File: src/rtl/rgbled_ctrl.sv
`default_nettype none
// ---------------------------------------------------------------------------
// rgbled_ctrl : per-LED colour store and frame sequencer for ws281x_drv
// Rev 1.0
// ---------------------------------------------------------------------------
module rgbled_ctrl #(
  parameter int NumLeds     = 2,
  parameter int LatchCycles = 1600,
  parameter int IdxW        = (NumLeds > 1) ? $clog2(NumLeds) : 1
) (
  input  logic            clk_i,
  input  logic            rst_i,
  input  logic            cfg_we_i,
  input  logic [IdxW-1:0] cfg_idx_i,
  input  logic [23:0]     cfg_rgb_i,
  input  logic            update_i,
  input  logic            off_i,
  output logic            busy_o,
  output logic            ws_go_o,
  input  logic            ws_idle_i,
  output logic [23:0]     ws_data_o,
  output logic            ws_data_valid_o,
  output logic            ws_data_last_o,
  input  logic            ws_data_ack_i
);

  localparam int CntW  = (LatchCycles > 1) ? $clog2(LatchCycles) : 1;
  localparam int IdxW1 = IdxW + 1;

  localparam logic [IdxW:0]   c_num_leds = IdxW1'(NumLeds);
  localparam logic [IdxW-1:0] c_last_idx = IdxW'(NumLeds - 1);
  localparam logic [CntW-1:0] c_cnt_max  = CntW'(LatchCycles - 1);

  typedef enum logic [1:0] {
    S_IDLE  = 2'd0,
    S_SEND  = 2'd1,
    S_LATCH = 2'd2
  } state_t;

  state_t          state_q, state_d;
  logic [IdxW-1:0] idx_q, idx_d;
  logic [CntW-1:0] cnt_q, cnt_d;
  logic            pend_off_q, pend_off_d;
  logic            pend_upd_q, pend_upd_d;
  logic [23:0]     colour_q [NumLeds];
  logic [23:0]     colour_d [NumLeds];
  logic [23:0]     shadow_q [NumLeds];
  logic [23:0]     shadow_d [NumLeds];
  logic            busy_q, busy_d;
  logic            go_q, go_d;
  logic            valid_q, valid_d;
  logic            last_q, last_d;
  logic [23:0]     data_q, data_d;
  logic [23:0]     w_word;

  always_comb begin
    state_d    = state_q;
    idx_d      = idx_q;
    cnt_d      = cnt_q;
    pend_off_d = pend_off_q;
    pend_upd_d = pend_upd_q;
    colour_d   = colour_q;
    shadow_d   = shadow_q;

    if (cfg_we_i && ({1'b0, cfg_idx_i} < c_num_leds)) begin
      colour_d[cfg_idx_i] = cfg_rgb_i;
    end

    case (state_q)
      S_IDLE: begin
        if ((pend_off_q || pend_upd_q) && ws_idle_i) begin
          // Snapshot the frame so later colour writes cannot tear it.
          for (int i = 0; i < NumLeds; i++) begin
            shadow_d[i] = pend_upd_q ? colour_q[i] : 24'h000000;
          end
          pend_off_d = 1'b0;
          pend_upd_d = 1'b0;
          idx_d      = '0;
          state_d    = S_SEND;
        end
      end
      S_SEND: begin
        if (ws_data_ack_i) begin
          if (idx_q == c_last_idx) begin
            cnt_d   = '0;
            state_d = S_LATCH;
          end else begin
            idx_d = idx_q + 1'b1;
          end
        end
      end
      S_LATCH: begin
        if (!ws_idle_i) begin
          cnt_d = '0;
        end else if (cnt_q == c_cnt_max) begin
          state_d = S_IDLE;
        end else begin
          cnt_d = cnt_q + 1'b1;
        end
      end
      default: state_d = S_IDLE;
    endcase

    // Applied after the start clear so a same-cycle request stays pending; off wins.
    if (update_i) begin
      pend_upd_d = 1'b1;
      pend_off_d = 1'b0;
    end
    if (off_i) begin
      pend_off_d = 1'b1;
      pend_upd_d = 1'b0;
    end

    w_word  = shadow_d[idx_d];
    busy_d  = (state_d != S_IDLE);
    valid_d = (state_d == S_SEND);
    go_d    = valid_d;
    last_d  = valid_d && (idx_d == c_last_idx);
    data_d  = valid_d ? {w_word[15:8], w_word[23:16], w_word[7:0]} : 24'h000000;
  end

  always_ff @(posedge clk_i or posedge rst_i) begin
    if (rst_i) begin
      state_q    <= S_IDLE;
      idx_q      <= '0;
      cnt_q      <= '0;
      pend_off_q <= 1'b1;
      pend_upd_q <= 1'b0;
      colour_q   <= '{default: 24'h000000};
      shadow_q   <= '{default: 24'h000000};
      busy_q     <= 1'b0;
      go_q       <= 1'b0;
      valid_q    <= 1'b0;
      last_q     <= 1'b0;
      data_q     <= 24'h000000;
    end else begin
      state_q    <= state_d;
      idx_q      <= idx_d;
      cnt_q      <= cnt_d;
      pend_off_q <= pend_off_d;
      pend_upd_q <= pend_upd_d;
      colour_q   <= colour_d;
      shadow_q   <= shadow_d;
      busy_q     <= busy_d;
      go_q       <= go_d;
      valid_q    <= valid_d;
      last_q     <= last_d;
      data_q     <= data_d;
    end
  end

  assign busy_o          = busy_q;
  assign ws_go_o         = go_q;
  assign ws_data_valid_o = valid_q;
  assign ws_data_last_o  = last_q;
  assign ws_data_o       = data_q;

endmodule
`default_nettype wire

File: config.mk
export PLATFORM = sky130hd
export DESIGN_NAME = rgbled_ctrl
export DESIGN_NICKNAME = d
export VERILOG_FILES = /design/src/rtl/rgbled_ctrl.sv
export SDC_FILE = /design/constraint.sdc
export NUM_CORES = 1
export LEC_CHECK = 0
export BUFFER_PORTS_ARGS = -buffer_cell sky130_fd_sc_hd__buf_2
export CAP_MARGIN = 25
export CORE_ASPECT_RATIO = 0.5
export CORE_MARGIN = 3
export CORE_UTILIZATION = 58
export CTS_CLUSTER_DIAMETER = 60
export DETAILED_ROUTE_END_ITERATION = 12
export GPL_TIMING_DRIVEN = 0
export PLACE_DENSITY = 0.79
export SLEW_MARGIN = 15
export SYNTH_ARGS = -nofsm -noshare
export SYNTH_HDL_FRONTEND = slang
export SYNTH_SLANG_ARGS = --single-unit
File: constraint.sdc
create_clock -name clk_i -period 5.8 [get_ports clk_i]
set_input_delay 1.45 -clock clk_i [delete_from_list [all_inputs] [get_ports clk_i]]
set_output_delay 1.45 -clock clk_i [all_outputs]
set_load 0.01 [all_outputs]
==> impl_results.md <==
- Vias in the first global route: 4,070
- Critical hold path startpoint: shadow_q[42]$_DFF_PP0_
- CTS Sinks: 139
- Gr busiest metal: met2
- Antenna fix cells: 0
- DP HPWL: 7952 um
- Required time of the critical path: 6.05 ns
- Crit. End Element: register
- Tightest Pin Transition: 0.8727 ns
- Post-CTS resize count: 0
- CP Max Fanout: 10
- Post-route ant nets: 0
- GRT Total Usage: 25.61%
- Setup Buffers After CTS: 0
- Ys flop type: dfrtp_1
- Vias per cell: 5.999
- Levels on crit path: 7
- Mean post-synth cell area: 11.34 sq um
- Overall power: 0.003424 W
- Status: finished clean
- Reg2reg setup slack: 3.37 ns
- Worst R2R End: ws_data_o[9]$_DFF_PP0_
- CTS buffer count: 17
- Distinct cells, synth: 45
- IO Pins: 60
- WP data arrival: 3.39 ns
- Clk pin slew, worst setup/hold paths: 0.06 ns
- Share of layout cells above drive strength 1: 27.96%
- Hold Crit Depth: 2
- First-pass GRT wire length: 20,670 um
- Gr ovfl total: 0
- Crit-path most repeated cell: clkbuf_1
- Async S/R FF share, synth: 100.0%
- Fmax: 318.1 MHz
- Post-Route WL: 13,100 um
- Slowest-stage cell, CP: nor3b_1
- Area grow syn2layout: 19.77%
- WL per Instance: 18.71 um
- Post-route minimum period: 3.143 ns
- First DRT Iteration DRCs: 330
- NumNets Final: 603
- HP Class: reg -> reg
- Fill cells: 627
- Initial Util: 61.83%
- RSZ-0062 raised after global routing: no
- Post-synthesis sequential area ratio: 62.47%
- Fin crit share: 54.20%
- Peak supply drop: 0.3123 mV
- Worst-skew pair later-pin latency: 0.42 ns
- FP Rows: 24
- EDFF count, synth: 0
- Inst Count DP: 668
- Die area: 10,890 sq um
- DP Worst Slack: 2.333 ns
- Clock tree buffer depth: 2
- Critical path type: in -> reg
- Lkg Pwr: 3.346 nW
- #FFs+latches synth: 139
- CTS tree: built
- Worst setup margin: 2.657 ns
- # port buffers: 59
- Post-synth net total: 524
- Initial antenna violation count: 0
- Placeable Area: 9009 sq um
- Chip width: 144.6 um
- Hold buffer count at CTS: 0
- Hold Crit Endpoint: shadow_q[42]$_DFF_PP0_
- Post-Syn Area: 5570 sq um
- Die height: 75.30 um
- CP max stage delay: 0.60 ns
- Final Max Tran Viols: 0
- Final GP Congestion: 0.8928
- Final Hold Vio Count: 0
- CP Buf/Inv Count: 3
- Slew margin rel.: 41.82%
- Mapped Cells: 491
- Met3 usage: 7.524%
- Cell depth of the worst flop-to-flop path: 6
- DRC: 0
- First drt pass iteration count: 5
- Pwr dens: 513.2 nW/um^2
- Final Core Density: 74.06%
- H-tree depth: 4
- Crit-path cells: buf_2 -> nor3b_1 -> o21ai_0 -> clkbuf_1 -> clkbuf_1 -> nand2_1 -> a311oi_1
- CTS Root Cell: clkbuf_16
- Largest net degree at the start of global routing: 117
- Top delay family on crit path: buffers and inverters
- Met1 Use GR: 33.71%
- Max Cap Viol: 0
- CP Launch Type: input pin
- Reg2reg start: state_q[1]$_DFF_PP0_
- Fin Setup TNS: 0 ns
- Worst Skew: 0.009330 ns
- Post-Layout Cell Count: 700
- Warnings from Yosys: 0
- Setup violators final: 0
- Met2 Usage GRT: 41.67%
- Total number of vias: 4,199
[routing by layer]
| metal | routed length, um | share of wire, % |
|---|---|---|
| met5 | 0 | 0 |
| met4 | 316 | 2.4 |
| met3 | 859 | 6.6 |
| met2 | 6328 | 48 |
| met1 | 5591 | 43 |
[report_power, final]
part | total [W] | internal (W) | leakage, nW | switching (W)
Sequential | 0.00139 | 0.00126 | 1.77 | 0.000129
Clock | 0.00114 | 0.000718 | 0.291 | 0.000418
Combinational | 0.000896 | 0.000295 | 1.28 | 0.000601
Total | 0.00342 | 0.00228 | 3.35 | 0.00115
[worst max-delay path by stage]
stage | to | start | slack [ns]
floorplan | busy_o$_DFF_PP0_ | rst_i | 0.63
global placement | ws_data_o[9]$_DFF_PP0_ | rst_i | -0.87
detailed placement | ws_data_o[17]$_DFF_PP0_ | ws_idle_i | 2.33
CTS | ws_data_o[9]$_DFF_PP0_ | ws_idle_i | 2.71
global route | ws_data_o[9]$_DFF_PP0_ | ws_idle_i | 2.47
finish | ws_data_o[9]$_DFF_PP0_ | ws_idle_i | 2.66
[cell usage after synthesis, drive strengths merged (2+ instances only)]
master,count,area share [%]
nor3,3,0.27
a31oi,4,0.45
buf,10,1.1
mux2,48,9.7
dfrtp,138,62
clkbuf,22,1.5
inv,7,0.47
o21ai,7,0.63
nand2,105,7.1
o21a,2,0.27
nor2,30,2.0
nand4,2,0.22
nand3,50,4.5
and3,5,0.58
a21oi,5,0.45
nor2b,2,0.22
a311oi,23,3.6
o211a,3,0.54
nor4,2,0.49
a211o,4,0.72
[flip-flops by register name (all words and copies together) (netlist names)]
| signal | flops |
|---|---|
| busy_o | 1 |
| cnt_q | 11 |
| colour_q | 48 |
| idx_q | 1 |
| pend_off_q | 1 |
| pend_upd_q | 1 |
| shadow_q | 48 |
| state_q | 2 |
| ws_data_last_o | 1 |
| ws_data_o | 24 |
| ws_data_valid_o | 1 |
[worst reg2reg max path: stages (launching register included)]
cell and delay [ns]:
dfrtp_1 0.43, nor3b_1 0.62, o21ai_0 0.24, clkbuf_1 0.32, clkbuf_1 0.33, nand2_1 0.18
a311oi_1 0.14
[cell type report]
class,count,area (sq um),area share (%)
Tap cell,117,146.4,2.194
Clock buffer,17,425.4,6.377
Clock inverter,15,198.9,2.982
Sequential cell,139,3480,52.16
Inverter,7,33.78,0.5064
Multi-Input combinational cell,313,1922,28.81
Timing Repair Buffer,60,322.8,4.839
Buffer,32,142.6,2.138
[cell families (layout without fill, tap and decap cells)]
family	after synthesis	count (layout)	synth area share [%]
xor+xnor	1	1	0.1573
fa+ha+maj	1	1	0.2246
buf+inv	39	131	3.032
flops	139	139	62.47
compound gates	53	53	7.412
mux	48	48	9.704
simple gates	210	210	17.00
[through the flow]
stage	hold slack, ns	cell area, sq um
2_1_floorplan	0.4321	5570
5_1_grt	0.4887	6671
4_1_cts	0.4682	6671
3_3_place_gp	0.4429	6012
3_5_place_dp	0.4498	6047
6_report	0.4679	6671
[cells in the final DEF (no fill, tap or decap), types with 3 or more instances in the layout]
| master | netlist | final |
|---|---|---|
| o21ai_0 | 7 | 7 |
| a31oi_1 | 4 | 4 |
| clkbuf_16 | 0 | 17 |
| bufinv_16 | 0 | 4 |
| mux2_2 | 48 | 48 |
| nand3_1 | 50 | 50 |
| and3_1 | 4 | 4 |
| clkbuf_1 | 22 | 22 |
| buf_2 | 6 | 65 |
| o211a_1 | 3 | 3 |
| a211o_2 | 4 | 4 |
| clkinvlp_4 | 0 | 5 |
| nor2_1 | 30 | 30 |
| nor3_1 | 3 | 3 |
| nand2_1 | 105 | 105 |
| a311oi_1 | 23 | 23 |
| clkinv_2 | 0 | 3 |
| inv_1 | 6 | 5 |
| a21oi_1 | 5 | 5 |
| dfrtp_1 | 138 | 138 |
Power figures use the tool's default switching activity.
